$ cat config.mk
export PLATFORM = sky130hd
export DESIGN_NAME = ring_input_buffer_flat
export DESIGN_NICKNAME = d
export VERILOG_FILES = /design/src/rtl/ring_input_buffer_if.sv /design/src/rtl/ring_input_buffer.sv /design/src/flat_wrapper.sv
export SDC_FILE = /design/constraint.sdc
export NUM_CORES = 1
export LEC_CHECK = 0
export CORE_AREA = 3 3 228 230
export DETAILED_ROUTE_END_ITERATION = 8
export DIE_AREA = 0 0 231 233
export GPL_ROUTABILITY_DRIVEN = 0
export PLACE_DENSITY = 0.66
export SYNTH_ARGS = -nofsm -noshare
export SYNTH_HDL_FRONTEND = slang
export SYNTH_SLANG_ARGS = --single-unit
$ cat constraint.sdc
create_clock -name clk -period 1.84 [get_ports clk]
set_clock_uncertainty 0.15 [all_clocks]
set_input_delay 0.368 -clock clk [delete_from_list [all_inputs] [get_ports clk]]
set_output_delay 0.368 -clock clk [all_outputs]
set_load 0.02 [all_outputs]
$ cat src/rtl/ring_input_buffer_if.sv
// Bundle of the ring input buffer's handshake, grant and observation signals.
// master: upstream/allocator side driving packets and grants.
// slave : the ring_input_buffer itself.
interface ring_input_buffer_if #(
    parameter int PACKET_SIZE = 49,
    parameter int BUFFER_SIZE = 4
);
    // Upstream ring link
    logic [PACKET_SIZE-1:0]                  ring_in_packet;
    logic                                    ring_in_ready;

    // Local injection port
    logic [PACKET_SIZE-1:0]                  inj_packet;
    logic                                    inj_valid;
    logic                                    inj_ready;

    // Switch allocator grant
    logic [15:0]                             grant_pos;
    logic                                    grant_valid;
    logic                                    grant_in_high;

    // Slot contents and route codes
    logic [BUFFER_SIZE-1:0][PACKET_SIZE-1:0] buffer_high_prior;
    logic [BUFFER_SIZE-1:0][1:0]             buffer_high_prior_route_info;
    logic [BUFFER_SIZE-1:0][PACKET_SIZE-1:0] buffer_low_prior;
    logic [BUFFER_SIZE-1:0][1:0]             buffer_low_prior_route_info;

    // Acceptance statistics
    logic [31:0]                             ring_accept_cnt;
    logic [31:0]                             inj_accept_cnt;

    modport master (
        output ring_in_packet, inj_packet, inj_valid,
        output grant_pos, grant_valid, grant_in_high,
        input  ring_in_ready, inj_ready,
        input  buffer_high_prior, buffer_high_prior_route_info,
        input  buffer_low_prior, buffer_low_prior_route_info,
        input  ring_accept_cnt, inj_accept_cnt
    );

    modport slave (
        input  ring_in_packet, inj_packet, inj_valid,
        input  grant_pos, grant_valid, grant_in_high,
        output ring_in_ready, inj_ready,
        output buffer_high_prior, buffer_high_prior_route_info,
        output buffer_low_prior, buffer_low_prior_route_info,
        output ring_accept_cnt, inj_accept_cnt
    );
endinterface

$ cat src/rtl/ring_input_buffer.sv
// Ring router input buffer: two slot banks (high = ring traffic, low = local
// injection). Accepted packets land in the lowest free slot of their bank at
// the accepting edge; a grant from the switch allocator frees a slot.
// Packet layout: [48] valid, [47:32] timestamp, [31:16] dest, [15:0] payload.
// Optional feature: define RING_INBUF_STATS_EN to build the 32-bit
// acceptance counters; otherwise both counter outputs are tied to zero.
module ring_input_buffer #(
    parameter logic [15:0] NODE_ID     = 16'd0,
    parameter int          PACKET_SIZE = 49,
    parameter int          BUFFER_SIZE = 4
) (
    input  logic                clk,
    input  logic                rst,
    ring_input_buffer_if.slave  bus
);
    localparam int VALID_BIT = PACKET_SIZE - 1;
    localparam int DEST_HI   = 31;
    localparam int DEST_LO   = 16;

    // Eject when the packet is addressed to this node, else keep circulating.
    function automatic logic [1:0] route_code(input logic [15:0] dest);
        return (dest == NODE_ID) ? 2'b10 : 2'b01;
    endfunction

    logic [15:0]            ts_reg;
    logic [BUFFER_SIZE-1:0] high_occ;
    logic [BUFFER_SIZE-1:0] low_occ;
    logic [BUFFER_SIZE-1:0] high_wr;
    logic [BUFFER_SIZE-1:0] low_wr;
    logic [BUFFER_SIZE-1:0] high_clr;
    logic [BUFFER_SIZE-1:0] low_clr;
    logic                   high_found;
    logic                   low_found;
    logic                   ring_accept;
    logic                   inj_accept;
    logic                   grant_in_range;
    logic [PACKET_SIZE-1:0] inj_word;
    logic [1:0]             ring_route;
    logic [1:0]             inj_route;

    // Injected timestamp field is overwritten, so these input bits are dead.
    logic [PACKET_SIZE-1:DEST_HI+1] unused_inj_bits;
    assign unused_inj_bits = bus.inj_packet[PACKET_SIZE-1:DEST_HI+1];

    // Ready depends only on registered occupancy, so a slot freed by a grant
    // this cycle is not offered until the next one.
    assign bus.ring_in_ready = ~&high_occ;
    assign bus.inj_ready     = ~&low_occ;

    assign ring_accept = bus.ring_in_packet[VALID_BIT] & bus.ring_in_ready;
    assign inj_accept  = bus.inj_valid & bus.inj_ready;

    // Injection is stamped with the local time and always marked valid.
    assign inj_word   = {1'b1, ts_reg, bus.inj_packet[DEST_HI:0]};
    assign ring_route = route_code(bus.ring_in_packet[DEST_HI:DEST_LO]);
    assign inj_route  = route_code(bus.inj_packet[DEST_HI:DEST_LO]);

    // Full 16-bit compare so that out-of-range positions never alias a slot.
    assign grant_in_range = bus.grant_valid && (bus.grant_pos < 16'(BUFFER_SIZE));

    // Free-running timestamp, wraps naturally at 16 bits.
    always_ff @(posedge clk) begin
        if (rst) begin
            ts_reg <= 16'd0;
        end else begin
            ts_reg <= ts_reg + 16'd1;
        end
    end

    // Pick the lowest-index free slot in each bank for the incoming packet.
    always_comb begin
        high_wr    = '0;
        low_wr     = '0;
        high_found = 1'b0;
        low_found  = 1'b0;
        for (int i = 0; i < BUFFER_SIZE; i++) begin
            if (!high_occ[i] && !high_found) begin
                high_wr[i] = ring_accept;
                high_found = 1'b1;
            end
            if (!low_occ[i] && !low_found) begin
                low_wr[i] = inj_accept;
                low_found = 1'b1;
            end
        end
    end

    generate
        for (genvar gi = 0; gi < BUFFER_SIZE; gi++) begin : g_slot
            logic [PACKET_SIZE-1:0] high_slot_reg;
            logic [PACKET_SIZE-1:0] high_slot_next;
            logic [1:0]             high_route_reg;
            logic [1:0]             high_route_next;
            logic [PACKET_SIZE-1:0] low_slot_reg;
            logic [PACKET_SIZE-1:0] low_slot_next;
            logic [1:0]             low_route_reg;
            logic [1:0]             low_route_next;

            assign high_occ[gi] = high_slot_reg[VALID_BIT];
            assign low_occ[gi]  = low_slot_reg[VALID_BIT];

            // Grants only hit occupied slots; writes only hit free ones.
            assign high_clr[gi] = grant_in_range & bus.grant_in_high
                                & (bus.grant_pos == 16'(gi)) & high_occ[gi];
            assign low_clr[gi]  = grant_in_range & ~bus.grant_in_high
                                & (bus.grant_pos == 16'(gi)) & low_occ[gi];

            // High slot next state: fill from ring, or free on grant.
            always_comb begin
                high_slot_next  = high_slot_reg;
                high_route_next = high_route_reg;
                if (high_wr[gi]) begin
                    high_slot_next  = bus.ring_in_packet;
                    high_route_next = ring_route;
                end else if (high_clr[gi]) begin
                    high_slot_next  = '0;
                    high_route_next = 2'b00;
                end
            end

            // Low slot next state: fill from injection, or free on grant.
            always_comb begin
                low_slot_next  = low_slot_reg;
                low_route_next = low_route_reg;
                if (low_wr[gi]) begin
                    low_slot_next  = inj_word;
                    low_route_next = inj_route;
                end else if (low_clr[gi]) begin
                    low_slot_next  = '0;
                    low_route_next = 2'b00;
                end
            end

            // Slot registers; reset wins over any accept or grant.
            always_ff @(posedge clk) begin
                if (rst) begin
                    high_slot_reg  <= '0;
                    high_route_reg <= 2'b00;
                    low_slot_reg   <= '0;
                    low_route_reg  <= 2'b00;
                end else begin
                    high_slot_reg  <= high_slot_next;
                    high_route_reg <= high_route_next;
                    low_slot_reg   <= low_slot_next;
                    low_route_reg  <= low_route_next;
                end
            end

            assign bus.buffer_high_prior[gi]            = high_slot_reg;
            assign bus.buffer_high_prior_route_info[gi] = high_route_reg;
            assign bus.buffer_low_prior[gi]             = low_slot_reg;
            assign bus.buffer_low_prior_route_info[gi]  = low_route_reg;
        end
    endgenerate

`ifdef RING_INBUF_STATS_EN
    logic [31:0] ring_cnt_reg;
    logic [31:0] inj_cnt_reg;

    // Acceptance counters, wrapping at 2^32.
    always_ff @(posedge clk) begin
        if (rst) begin
            ring_cnt_reg <= 32'd0;
            inj_cnt_reg  <= 32'd0;
        end else begin
            if (ring_accept) begin
                ring_cnt_reg <= ring_cnt_reg + 32'd1;
            end
            if (inj_accept) begin
                inj_cnt_reg <= inj_cnt_reg + 32'd1;
            end
        end
    end

    assign bus.ring_accept_cnt = ring_cnt_reg;
    assign bus.inj_accept_cnt  = inj_cnt_reg;
`else
    assign bus.ring_accept_cnt = 32'd0;
    assign bus.inj_accept_cnt  = 32'd0;
`endif

endmodule

$ cat src/flat_wrapper.sv
// flat-port wrapper written by rule: the top's interface ports become plain ports
module ring_input_buffer_flat 
#(
    parameter logic [15:0] NODE_ID     = 16'd0,
    parameter int          PACKET_SIZE = 49,
    parameter int          BUFFER_SIZE = 4
)
  (clk, rst, bus_ring_in_packet, bus_inj_packet, bus_inj_valid, bus_grant_pos, bus_grant_valid, bus_grant_in_high, bus_ring_in_ready, bus_inj_ready, bus_buffer_high_prior, bus_buffer_high_prior_route_info, bus_buffer_low_prior, bus_buffer_low_prior_route_info, bus_ring_accept_cnt, bus_inj_accept_cnt);
  ring_input_buffer_if #(.PACKET_SIZE(PACKET_SIZE), .BUFFER_SIZE(BUFFER_SIZE)) bus_i ();
  input  logic clk;
  input  logic rst;
  input wire logic [$bits(bus_i.ring_in_packet)-1:0] bus_ring_in_packet;
  input wire logic [$bits(bus_i.inj_packet)-1:0] bus_inj_packet;
  input wire logic [$bits(bus_i.inj_valid)-1:0] bus_inj_valid;
  input wire logic [$bits(bus_i.grant_pos)-1:0] bus_grant_pos;
  input wire logic [$bits(bus_i.grant_valid)-1:0] bus_grant_valid;
  input wire logic [$bits(bus_i.grant_in_high)-1:0] bus_grant_in_high;
  output wire logic [$bits(bus_i.ring_in_ready)-1:0] bus_ring_in_ready;
  output wire logic [$bits(bus_i.inj_ready)-1:0] bus_inj_ready;
  output wire logic [$bits(bus_i.buffer_high_prior)-1:0] bus_buffer_high_prior;
  output wire logic [$bits(bus_i.buffer_high_prior_route_info)-1:0] bus_buffer_high_prior_route_info;
  output wire logic [$bits(bus_i.buffer_low_prior)-1:0] bus_buffer_low_prior;
  output wire logic [$bits(bus_i.buffer_low_prior_route_info)-1:0] bus_buffer_low_prior_route_info;
  output wire logic [$bits(bus_i.ring_accept_cnt)-1:0] bus_ring_accept_cnt;
  output wire logic [$bits(bus_i.inj_accept_cnt)-1:0] bus_inj_accept_cnt;
  assign bus_i.ring_in_packet = bus_ring_in_packet;
  assign bus_i.inj_packet = bus_inj_packet;
  assign bus_i.inj_valid = bus_inj_valid;
  assign bus_i.grant_pos = bus_grant_pos;
  assign bus_i.grant_valid = bus_grant_valid;
  assign bus_i.grant_in_high = bus_grant_in_high;
  assign bus_ring_in_ready = bus_i.ring_in_ready;
  assign bus_inj_ready = bus_i.inj_ready;
  assign bus_buffer_high_prior = bus_i.buffer_high_prior;
  assign bus_buffer_high_prior_route_info = bus_i.buffer_high_prior_route_info;
  assign bus_buffer_low_prior = bus_i.buffer_low_prior;
  assign bus_buffer_low_prior_route_info = bus_i.buffer_low_prior_route_info;
  assign bus_ring_accept_cnt = bus_i.ring_accept_cnt;
  assign bus_inj_accept_cnt = bus_i.inj_accept_cnt;
  ring_input_buffer #(.NODE_ID(NODE_ID), .PACKET_SIZE(PACKET_SIZE), .BUFFER_SIZE(BUFFER_SIZE)) u_core (.clk(clk), .rst(rst), .bus(bus_i));
endmodule
## Yosys cells after proc, flatten, opt, wreduce, memory -nomap -nowiden

Index checks and enable logic that the tools add are counted.

- Output and inout bits: 474
- Logic and storage cells: 123
- Input port bits: 119
- Flip-flop bits (word level): 424

- Add/sub/neg operators: 1
- Order comparisons: 1
- Mux-type cells: 48
- Reductions and logical operators: 32
- Bitwise logic cells: 21
- Eq/ne operators: 3

Operators by type and width:

| cell | number |
|---|---|
| 2-to-1 mux 49 bit | 16 |
| logical NOT 16 bit | 3 |
| 2-to-1 mux 2 bit | 18 |
| equality test 16 x 2 -> 1 bit, second input constant | 2 |
| bitwise AND 1 bit | 20 |
| adder 16 x 1 -> 16 bit, second input constant | 1 |
| equality test 16 x 1 -> 1 bit, second input constant | 1 |
| less-than comparator 16 x 3 -> 1 bit, second input constant | 1 |
| nonzero test 2 bit | 8 |
| 2-to-1 mux 1 bit | 14 |
| logical NOT 1 bit | 12 |
| AND reduction 4 bit | 2 |
| logical AND 1 bit | 7 |
| NOT 1 bit | 1 |

## Logic depth before layout (Yosys ltp)

- Depth after elaboration: 10
- Depth in mapped cells: 6
- Depth with buffers taken out: 4

## Worst setup path after synthesis

OpenSTA, ideal clock, no wires.

- Path kind: in2reg
- From: input bus_grant_pos[5]
- To: register u_core.g_slot[2].high_slot_reg[38]
- Arrival time: 1.464 ns
- Stages on the path: 6
- Setup slack: 0.092 ns
- Data required time: 1.556 ns
- Library setup time: 0.134 ns
- Buffers on the path: 2
- Path through: nor4_4 nand4_1 nor2_1 buf_4 buf_6 o22ai_1

- Word-level cells in the longest chain between the ends: 6

RTL lines:

| item | RTL line | RTL |
|---|---|---|
| start: declaration | flat_wrapper.sv:15 | `input wire logic [$bits(bus_i.grant_pos)-1:0] bus_grant_pos;` |
| less-than comparator 16 x 3 -> 1 bit | ring_input_buffer.sv:59 | `assign grant_in_range = bus.grant_valid && (bus.grant_pos < 16'(BUFFER_SIZE));` |
| logical AND 1 bit | ring_input_buffer.sv:59 |  |
| bitwise AND 1 bit | ring_input_buffer.sv:103 | `assign high_clr[gi] = grant_in_range & bus.grant_in_high` |
| bitwise AND 1 bit (*) (2 in a row) | ring_input_buffer.sv:104 | `& (bus.grant_pos == 16'(gi)) & high_occ[gi];` |
| nonzero test 2 bit (no source line) (*) | -- |  |
| end signal: assignment | ring_input_buffer.sv:142 | `high_slot_reg <= high_slot_next;` |
| end: declaration | ring_input_buffer.sv:90 | `logic [PACKET_SIZE-1:0] high_slot_reg;` |

Mark *: on every way between the ends. The rest lies on a longest branch, timed or not.
A chain may end at the register's enable or synchronous reset.

## Final worst setup path

- From: register u_core.g_slot[3].low_slot_reg[35]
- To: output bus_buffer_low_prior[182]

RTL lines:

| item | RTL line | RTL |
|---|---|---|
| start: declaration | ring_input_buffer.sv:94 | `logic [PACKET_SIZE-1:0] low_slot_reg;` |
| start signal: assignment | ring_input_buffer.sv:144 | `low_slot_reg <= low_slot_next;` |
| end: declaration | flat_wrapper.sv:22 | `output wire logic [$bits(bus_i.buffer_low_prior)-1:0] bus_buffer_low_prior;` |

No word-level cell between the ends.

==> summary.md <==
### Status
• **status** complete, no violations

### Detailed routing
• **Initial DRT Pass Iterations** 5
• **number of vias in the routed layout** 15990
• **average via count per standard cell** 5.388
• **Iter 0 DRT Violations** 1086
• **DRC violation count after routing** 0
• **post-DR wirelength/cell** 23.00 um
• **number of nets with antenna violations after routing** 0
• **Final Routed Wirelength** 68.27 mm

### Global routing
• **pin count of the biggest net entering global routing** 80
• **wire length of the first global-routing pass** 93.52 mm
• **aggregate global routing overflow** 0
• **number of global-route vias before repair** 15010
• **GRT Util Overall** 22.17%
• **antenna violations before repair** 1

### Synthesis
• **area fraction in and, or, nand and nor cells after synthesis** 24.86%
• **total of warnings raised by yosys** 0
• **sequential element share of the synthesized area** 50.96%
• **portion of netlist area occupied by mux cells** 0%
• **fraction of synthesized cell area in xor and xnor cells** 0.4206%
• **Distinct cells, synth** 37
• **main combinational cell family by area after synthesis** simple AND/OR/NAND/NOR gates
• **total standard cell area after synthesis** 0.01666 sq mm
• **Avg Cell Area, Syn** 9.787 sq um
• **adder-cell share of the synthesized area** 0.07511%
• **number of instances in the synthesized netlist** 1702
• **register bit count reported by yosys** 424
• **fraction of the mapped netlist area in compound gates** 15.77%

### STA
• **setup repair after global routing missed its margin** yes
• **worst path setup slack after routing** 0.01552 ns
• **Hold Vio Cnt, Final** 0
• **Hold Worst Slack** 0.3130 ns
• **min Tclk post-route** 1.824 ns
• **setup_tns** 0 ns
• **Fmax** 548.1 MHz
• **share of the cycle needed by the critical path after routing** 99.16%
• **final count of negative-setup-slack endpoints** 0
• **count of pins over their slew limit** 0

### Worst setup path
• **total buffers and inverters traversed by the critical path** 1
• **CP cell instances** clkdlybuf4s15_1
• **Max Fanout on Critical Path** 2
• **category of cells accounting for the largest share of critical-path delay** buffers and inverters
• **delay of the slowest cell on the worst path** 0.40 ns
• **number of stages on the worst setup path** 1
• **sort of element at the start of the critical path** flip-flop
• **crit path capture type** output pin
• **category of the most critical setup path** flip-flop to output pin
• **Arr. time, crit path** 1.31 ns
• **slowest stage cell on the critical path** sky130_fd_sc_hd__clkdlybuf4s15_1
• **required time at the worst-slack endpoint** 1.32 ns
• **number of cells on the worst reg-to-reg path** 4

### Die
• **DIE AREA** 0.05382 sq mm
• **Die X-Extent** 231 um
• **initial standard-cell utilization of the core** 33.27%
• **number of I/O pins** 593
• **core outline area** 0.05007 sq mm
• **die boundary height** 233 um
• **cell row count** 82

### Layout
• **FF/Latch Area** 0.008497 sq mm
• **layout overhead on the synthesized area** 52.49%
• **final non-filler cell area** 0.02540 sq mm
• **Fill cells** 4644
• **antenna diode instance count** 0
• **commonest non-fill, non-tap cell in the layout** sky130_fd_sc_hd__dfxtp_1
• **multi-input gate area in the final layout** 0.007283 sq mm
• **Total Nets Final** 2377
• **top library cells by usage in the layout, fill and taps aside** sky130_fd_sc_hd__dfxtp_1 (419), sky130_fd_sc_hd__o22ai_1 (398), sky130_fd_sc_hd__nand3b_1 (393)
• **count of non-filler cells in the finished layout** 2968
• **fraction of layout cells with a size suffix above 1** 14.16%

### Power
• **part of the total power dissipated in combinational logic** 10.3%
• **Power Density** 849.7 mW/mm^2
• **leakage power** 10.31 nW
• **share of total power in the clock network** 45.5%
• **internal power consumption** 16.22 mW
• **Max IR drop VDD** 0.6373 mV
• **switching component of the power** 5.361 mW
• **relative contribution of sequential cells to total power** 44.2%
• **switching fraction of total power** 24.84%

### Clock tree
• **latest clock arrival within the worst-skew pair** 0.57 ns
• **total clock buffers created by CTS** 48
• **CTS H-tree depth** 2
• **Root Driver** sky130_fd_sc_hd__clkbuf_16
• **CTS max path bufs** 3
• **clock tree from TritonCTS** yes
• **clock transition at the registers of the reported paths** 0.06 ns
• **TritonCTS sink count** 424

### Place
• **cell area after placement** 0.02331 sq mm
• **DPL Wire Length** 44.67 mm
• **Worst Setup Slack post-DPL** -0.6597 ns
• **Buffers on Ports** 511
• **placed instance count** 2841

### Worst hold path
• **Worst Hold Class** flip-flop to flip-flop
• **Min-Delay Path Depth** 1

### Flow run
• **Maximum Capacitance Violations** 0

## Yosys cell counts (all sizes together)
cell	count	area (sq um)
clkbuf	134	503.0
nor2b	3	18.77
inv	1	3.750
conb	1	3.750
and3	1	6.260
nand2	15	56.30
nor4b	3	32.53
o31ai	1	7.510
xnor2	1	8.760
dfxtp	424	8488
o21bai	5	37.54
or3	5	31.28
a31oi	1	6.260
nor2	27	101.4
or4	2	15.01
ha	1	12.51
or2	2	12.51
o22ai	399	2496
o21ai	7	35.03
nand3b	393	2950
nand3	11	55.05
and4	2	17.52
and2	1	6.260
nand4b	3	26.28
nor3	3	15.01
nand2b	101	631.9
nor4	11	90.08
buf	116	807.0
xor2	7	61.31
a21oi	9	45.04
nand4	12	75.07
## cells by family (layout without fill, tap and decap cells)
group	Yosys count	in the layout
simple gates	595	595
flops	424	424
compound gates	422	422
buf+inv	251	782
xor+xnor	8	8
fa+ha+maj	1	1
other cells	1	64
## through the flow
stage,power (mW),utilization (%)
final,21.58,50.73
after global routing,22.24,50.73
after CTS,21.69,49.46
after detailed placement,12.04,46.55
after global placement,12.01,46.55
after floorplan,10.94,-
## power groups by stage
stage	Sequential [mW]	Combinational (mW)	Clock, mW
5_1_grt	9.56	2.33	10.3
4_1_cts	9.54	2.19	9.96
6_report	9.55	2.21	9.82
2_1_floorplan	10.0	0.936	0
3_5_place_dp	9.75	2.30	0
3_3_place_gp	9.74	2.27	0
## metal layers
metal	up-vias	routed length, um	share of wire, %	GRT usage (%)
met2	679	32480	48	37.59
met4	2	2359	3.5	7.476
met5	-	11	0.016	0
met1	7828	28490	42	28.06
li1	7348	-	-	-
met3	134	4922	7.2	4.701
## final timing paths
kind                            slack, ns                        end                         startpoint
worst max-delay path                 0.02  bus_buffer_low_prior[182]  u_core.g_slot[3].low_slot_reg[35]
worst min-delay path                 0.31           u_core.ts_reg[0]                   u_core.ts_reg[0]
worst max register to register       0.12          u_core.ts_reg[10]                   u_core.ts_reg[5]
worst min register to register       0.31           u_core.ts_reg[0]                   u_core.ts_reg[0]
## final cells by class
| class | instances | area share, % |
|---|---|---|
| Sequential cell | 424 | 33.45 |
| Multi-Input combinational cell | 1090 | 28.67 |
| Timing Repair Buffer | 692 | 28.16 |
| Clock buffer | 74 | 5.709 |
| Tap cell | 672 | 3.310 |
| Clock inverter | 15 | 0.6798 |
| Inverter | 1 | 0.01478 |
## timing repair
item	4_1_cts	5_1_grt
buffers inserted	12	7
hold buffers	1	0
cloned	2	20
gates resized for setup	513	120
hold endpoints to repair	1	0
pin swaps	5	13
setup endpoints to repair	509	323
Note: power is estimated with default switching activity, not from simulation.
